**src/rtl/decode_tracker_pkg.sv**
```systemverilog
// Shared definitions for the decode tracker: instruction and register-address
// widths, the bubble encoding, the opcode map and the instruction field layout.
package decode_tracker_pkg;

  // Instruction word width and register address width.
  localparam int ISIZE = 16;
  localparam int RSIZE = 4;

  // Bubble encoding: ADD R0,R0,R0. Rd=R0, so forwarding never picks it up.
  localparam logic [ISIZE-1:0] NOP_INSTR = 16'h0000;

  // Opcode map carried in Instr[15:12].
  typedef enum logic [3:0] {
    OP_ADD  = 4'h0,
    OP_SUB  = 4'h1,
    OP_AND  = 4'h2,
    OP_OR   = 4'h3,
    OP_XOR  = 4'h4,
    OP_NOT  = 4'h5,
    OP_SLL  = 4'h6,
    OP_SRL  = 4'h7,
    OP_SRA  = 4'h8,
    OP_LHB  = 4'h9,
    OP_LLB  = 4'hA,
    OP_LW   = 4'hB,
    OP_SW   = 4'hC,
    OP_B    = 4'hD,
    OP_JAL  = 4'hE,
    OP_JR   = 4'hF
  } opcode_e;

  // Fields decoded from a single instruction word. Cond and Rd overlap on
  // purpose: which one is meaningful depends on the opcode.
  typedef struct packed {
    logic [3:0]       opcode;
    logic [2:0]       cond;
    logic [RSIZE-1:0] rd;
    logic [RSIZE-1:0] rs;
    logic [RSIZE-1:0] rt;
  } fields_t;

  // Split an instruction word into its fields.
  function automatic fields_t decode_fields(input logic [ISIZE-1:0] instr);
    fields_t f;
    f.opcode = instr[15:12];
    f.cond   = instr[11:9];
    f.rd     = instr[11:8];
    f.rs     = instr[7:4];
    f.rt     = instr[3:0];
    return f;
  endfunction

endpackage

```
**src/rtl/decode_tracker_flag_reg.sv**
```systemverilog
// flag_reg: holds the {N,V,Z} condition flags for the branch logic.
// Build option: define FLAG_BYPASS_EN to forward FlagIn straight to Flag in
// the cycle FlagWe is high, so a branch right behind a flag-setting
// instruction sees the new flags. Without it, Flag is the registered copy.
module flag_reg (
  input  logic       clk,
  input  logic       rst,
  input  logic [2:0] flag_in,
  input  logic       flag_we,
  output logic [2:0] flag
);

  logic [2:0] flag_q;

  // Flag register: loads on write enable, reset clears it; pipeline
  // stall/flush have no effect here.
  always_ff @(posedge clk) begin
    if (rst) begin
      flag_q <= 3'b000;
    end else if (flag_we) begin
      flag_q <= flag_in;
    end
  end

`ifdef FLAG_BYPASS_EN
  // Presented flags: incoming value while it is being written, else stored.
  always_comb begin
    flag = flag_we ? flag_in : flag_q;
  end
`else
  // Presented flags: stored value only.
  always_comb begin
    flag = flag_q;
  end
`endif

endmodule

```
**src/rtl/decode_tracker.sv**
```systemverilog
// decode_tracker: decode-stage pipeline register with a two-deep history of
// the instructions that left decode (used by hazard/forwarding logic), the
// combinational field decode, and the condition-flag register (flag_reg).
// Build option: FLAG_BYPASS_EN (see flag_reg).
//
// Pipeline control: Flush beats Stall. Flush loads a bubble, Stall holds the
// decode register and pushes a bubble into history, neither loads InstrIn.
// Reset beats everything and leaves no history behind.
module decode_tracker
  import decode_tracker_pkg::*;
(
  input  logic             clk,
  input  logic             rst,
  input  logic [ISIZE-1:0] InstrIn,
  input  logic [15:0]      PCIn,
  input  logic             Stall,
  input  logic             Flush,
  input  logic [2:0]       FlagIn,
  input  logic             FlagWe,
  output logic [ISIZE-1:0] Instr,
  output logic [15:0]      PCOut,
  output logic             Valid,
  output logic [3:0]       OpCode,
  output logic [2:0]       Cond,
  output logic [RSIZE-1:0] AddrRd,
  output logic [RSIZE-1:0] AddrRs,
  output logic [RSIZE-1:0] AddrRt,
  output logic [ISIZE-1:0] LastInstr,
  output logic [ISIZE-1:0] Last2Instr,
  output logic [2:0]       Flag
);

  logic             stall_only;
  logic [ISIZE-1:0] retire_instr;
  fields_t          fields;

  // Stall without Flush is the only case that holds decode.
  always_comb begin
    stall_only = Stall && !Flush;
  end

  // Instruction leaving decode this cycle: a bubble when decode is held or
  // when the decode slot itself holds a bubble.
  always_comb begin
    retire_instr = NOP_INSTR;
    if (!stall_only && Valid) begin
      retire_instr = Instr;
    end
  end

  // Decode register: flush -> bubble, stall -> hold, otherwise capture.
  always_ff @(posedge clk) begin
    if (rst) begin
      Instr <= NOP_INSTR;
      PCOut <= 16'h0000;
      Valid <= 1'b0;
    end else if (Flush) begin
      Instr <= NOP_INSTR;
      PCOut <= PCIn;
      Valid <= 1'b0;
    end else if (!Stall) begin
      Instr <= InstrIn;
      PCOut <= PCIn;
      Valid <= 1'b1;
    end
  end

  // History shift: runs every cycle, one bubble per stalled cycle.
  always_ff @(posedge clk) begin
    if (rst) begin
      LastInstr  <= NOP_INSTR;
      Last2Instr <= NOP_INSTR;
    end else begin
      LastInstr  <= retire_instr;
      Last2Instr <= LastInstr;
    end
  end

  // Field decode straight from the decode register.
  always_comb begin
    fields = decode_fields(Instr);
    OpCode = fields.opcode;
    Cond   = fields.cond;
    AddrRd = fields.rd;
    AddrRs = fields.rs;
    AddrRt = fields.rt;
  end

  flag_reg u_flag_reg (
    .clk     (clk),
    .rst     (rst),
    .flag_in (FlagIn),
    .flag_we (FlagWe),
    .flag    (Flag)
  );

endmodule
```
**config.mk**
```make
export PLATFORM = sky130hd
export DESIGN_NAME = decode_tracker
export DESIGN_NICKNAME = d
export VERILOG_FILES = /design/src/rtl/decode_tracker_pkg.sv /design/src/rtl/decode_tracker_flag_reg.sv /design/src/rtl/decode_tracker.sv
export SDC_FILE = /design/constraint.sdc
export NUM_CORES = 1
export LEC_CHECK = 0
export BUFFER_PORTS_ARGS = -buffer_cell sky130_fd_sc_hd__clkbuf_2
export CAP_MARGIN = 10
export CORE_ASPECT_RATIO = 1.2
export CORE_UTILIZATION = 35
export CTS_CLUSTER_SIZE = 16
export DETAILED_ROUTE_END_ITERATION = 7
export PLACE_DENSITY_LB_ADDON = 0.25
export SLEW_MARGIN = 15
export SYNTH_ARGS = -nofsm -noshare
export SYNTH_HDL_FRONTEND = slang
export SYNTH_SLANG_ARGS = --single-unit
```
**constraint.sdc**
```tcl
create_clock -name clk -period 1.34 [get_ports clk]
set_input_delay 0.067 -clock clk [delete_from_list [all_inputs] [get_ports clk]]
set_output_delay 0.067 -clock clk [all_outputs]
set_load 0.1 [all_outputs]
```
Yosys cells after proc, flatten, opt, wreduce, memory -nomap -nowiden
Index checks and enable logic that the tools add are counted.
{ "word_totals": {"output_inout_bits": 87, "register_bits": 68, "input_bits": 40} }
{ "op_classes": {"eq_ne": 1, "n_bitwise": 1, "mux": 2, "reduce_logical": 6} }
{ "op_table": {"columns": ["operator", "count"], "rows": [
  ["16-bit two-way mux", 2],
  ["2-bit OR reduction", 2],
  ["1-bit logical AND", 2],
  ["1-bit zero test", 2],
  ["2-bit by 1-bit inequality test with 1-bit output (second input constant)", 1],
  ["1-bit NOT", 1]
]} }

Depth between registers and ports, before layout
{ "logic_depth": {"depth_word": 6, "mapped_depth": 4, "mapped_depth_nobuf": 2} }

Hierarchy
From an unflattened synthesis, not the netlist that was laid out.
{ "hier_totals": {"cells_unflattened": 226, "area_unflattened_um2": 2576.2} }
{ "by_module_without_submodules": {"columns": ["mod", "seq_area_each_um2", "area_each_um2", "cells_each", "n_inst"], "rows": [
  ["decode_tracker", 1301.2, 2474.9, 217, 1],
  ["flag_reg", 60.1, 101.3, 9, 1]
]} }

Least setup slack after synthesis
Ideal clock, no wire load.
{ "synth_path": {"path_kind": "register to register", "startpoint": "register Valid", "endpoint": "register LastInstr[10]", "path_slack_ps": -252, "required_time_ps": 1267, "arrival_ps": 1519, "setup_ps": 73, "path_buffers": 2, "path_stages_with_launch": 5, "path_cell_list": "dfxtp_1 > nand2b_1 > buf_4 > buf_6 > nor3b_2"} }
{ "synth_between": {"elab_chain_len": 3} }
{ "synth_lines": {"columns": ["element", "line", "text"], "rows": [
  ["start, declared", "decode_tracker.sv:22", "output logic Valid,"],
  ["start signal, assigned", "decode_tracker.sv:56", "Valid <= 1'b0;"],
  ["start signal, assigned", "decode_tracker.sv:60", "Valid <= 1'b0;"],
  ["start signal, assigned", "decode_tracker.sv:64", "Valid <= 1'b1;"],
  ["1-bit logical AND", "decode_tracker.sv:46", "if (!stall_only && Valid) begin"],
  ["1-bit NOT (no source line)", null, null],
  ["2-bit OR reduction (no source line)", null, null],
  ["end signal, assigned", "decode_tracker.sv:74", "LastInstr <= retire_instr;"],
  ["end, declared", "decode_tracker.sv:28", "output logic [ISIZE-1:0] LastInstr,"]
]} }
Every way passes these cells.
A chain may end at the register's enable or synchronous reset.

Worst setup path after layout
{ "layout_path": {"startpoint": "register Instr[7]", "endpoint": "output port AddrRs[3]"} }
{ "layout_rtl": {"columns": ["element", "line", "text"], "rows": [
  ["start, declared", "decode_tracker.sv:20", "output logic [ISIZE-1:0] Instr,"],
  ["start signal, assigned", "decode_tracker.sv:62", "Instr <= InstrIn;"],
  ["end, declared", "decode_tracker.sv:26", "output logic [RSIZE-1:0] AddrRs,"]
]} }
No word-level cell between the ends.

==> results.cfg <==
[flow_run]
maxCapViolations = 0

[yosys]
syn_inst = 226
synth_edf_count = 0
synth.most_common_cell = dfxtp_1
synthTopCellsByCount = dfxtp_1, buf_4, mux2i_1
syn_area_sq_um = 2600
ys_ff_latch = 68
async_reset_ff_share_pct = 0
yosysTopAreaCellShare_pct = 52.3
yosysSeqAreaShare_pct = 52.3
synthTopCellsByArea = dfxtp_1, nor3b_2, mux2i_1
ys_warn_count = 0
ys.flop_type = dfxtp_1
synth_cell_type_count = 18
synth_area_per_cell_sq_um = 11.5
synth_top_cell_by_area = dfxtp_1
synth_nets = 266

[setup_path]
cp.arrival_ns = 1.19
critPathKind = reg -> out
cp-start-kind = flip-flop
worst-path-buf-inv = 1
slowest_delay_ns = 0.48
worst_path_dominant_cell_family = buffers and inverters
cp-end-kind = primary output
path_cells = clkbuf_2
crit_required_ns = 1.27
crit_slowest_cell = clkbuf_2
worstPathMaxFanout = 4

[sta]
fin_worst_skew_ns = 0.00569
rsz0062_at_grt = false
hold_violations = 0
post-route-period-util_pct = 93.5
fin_crit_ns = 1.25
max_freq_mhz = 798
finalSetupViolCount = 0
worst_slew_pin_slew_ns = 0.568
slew_violations = 0
fin_tns_setup_ns = 0
slew_headroom_pct = 62.3

[detailed_routing]
avgViaCountPerCell = 4.40
dr.pass1.iters = 4
wire_per_inst_um = 12.7
wl_um = 5930
drtAntennaViolNets = 0
drc = 0
dr.first_iter.drc_count = 23
vias = 2061

[place]
hpwl_um = 3900
port_buffers = 126
gp_congestion = 0.669

[pwr]
p_per_area_nw_per_um2 = 1290
worst_ir_drop_vdd_mv = 0.553
power_mw = 4.83
p_leak_nw = 1.71

[clocking]
root_buffer = clkbuf_8
cts_tree = built
cts_max_path_buffers = 2
cts_sinks = 68
cts.repair.resized = 0
cts-htree-levels = 3
numCtsBuffers = 9
path_clk_slew_ns = 0.07
postCtsSetupBuffers = 0
worstSkewPairLatency_ns = 0.34

[worst_hold_path]
hp-class = in -> reg

[global_routing]
grt_max_degree = 33
antenna_found_initial = 0
grt_pass1_wl_um = 8750
gr-usage-all-layers_pct = 15.3
overflow = 0
grt_pass1_vias = 1962

[floorplanning]
placementRows = 34
num_io_pins = 127
core_sq_um = 7230
die_x_um = 80.7
die_y_um = 96.5
start_util_pct = 36.0
die-area_sq_um = 7790

[cells_and_area]
fin_nets = 413
drive_gt1_share_pct = 51.9
area_growth_pct = 43.6
antenna_cells = 0

[outcome]
outcome = complete, no violations
-- metrics by stage --
step | instances | cell area (sq um) | hold WS, ns | utilization (%) | setup slack, ns
floorplan | 226 | 2630 | 0.211 | - | 0.0693
global placement | 417 | 3180 | 0.301 | 44.0 | 0.346
detailed placement | 417 | 3180 | 0.307 | 44.0 | 0.326
CTS | 468 | 3740 | 0.00296 | 51.7 | 0.0599
global route | 468 | 3740 | 0.00958 | 51.7 | 0.0402
finish | 468 | 3740 | 0.0140 | 51.7 | 0.0865
-- routing by layer --
| layer | wire length (um) | track usage [%] | part of all wire [%] |
|---|---|---|---|
| met5 | 0 | 0 | 0 |
| met4 | 79 | 8.04 | 1.3 |
| met3 | 389 | 5.07 | 6.6 |
| met2 | 2970 | 26.6 | 50 |
| met1 | 2490 | 16.4 | 42 |
-- cells in the final DEF, fill, tap and decap left out, types with 2 or more instances in the layout --
| master | instances |
|---|---|
| buf_4 | 10 |
| clkbuf_2 | 126 |
| clkbuf_8 | 11 |
| clkinvlp_4 | 2 |
| dfxtp_1 | 51 |
| dfxtp_2 | 17 |
| dlygate4sd3_1 | 35 |
| mux2i_1 | 19 |
| nand2b_1 | 17 |
| nand4bb_1 | 16 |
| nor2_1 | 9 |
| nor2_2 | 10 |
| nor2b_1 | 16 |
| nor3b_2 | 16 |
| o21ai_1 | 16 |
-- logic make-up after synthesis --
family          count (synthesis)  share of synthesized area, %
simple gates                   86                          26.9
mux                            19                          7.30
flops                          68                          52.3
buf+inv                        36                          10.3
compound gates                 17                          3.27
-- power breakdown --
part | switching, mW | internal, mW
Combinational | 0.728 | 0.249
Clock | 0.768 | 0.963
Sequential | 0.0376 | 2.08
-- final cells by class --
cell class / instances / area (sq um)
Sequential cell: 68 / 1380
Clock buffer: 11 / 151
Timing Repair Buffer: 171 / 1060
Inverter: 1 / 3.75
Fill cell: 672 / 3490
Multi-Input combinational cell: 122 / 975
Clock inverter: 5 / 58.8
Tap cell: 90 / 113
-- final timing paths --
path | start | endpoint | slack, ns | cells past startpoint
setup / recovery | Instr[7]$_SDFFE_PP0N_ | AddrRs[3] | 0.09 | 1
hold / removal | rst | Last2Instr[9]$_SDFF_PP0_ | 0.01 | 2
setup reg to reg | Valid$_SDFFE_PP0N_ | LastInstr[15]$_SDFF_PP0_ | 0.36 | 3
hold reg to reg | Valid$_SDFFE_PP0N_ | Valid$_SDFFE_PP0N_ | 0.46 | 2
-- timing repair --
action	CTS	global route
endpoints found under the setup margin	0	0
hold buffers	35	0
endpoints found under the hold margin	35	0
(Power assumes the default switching activity.)
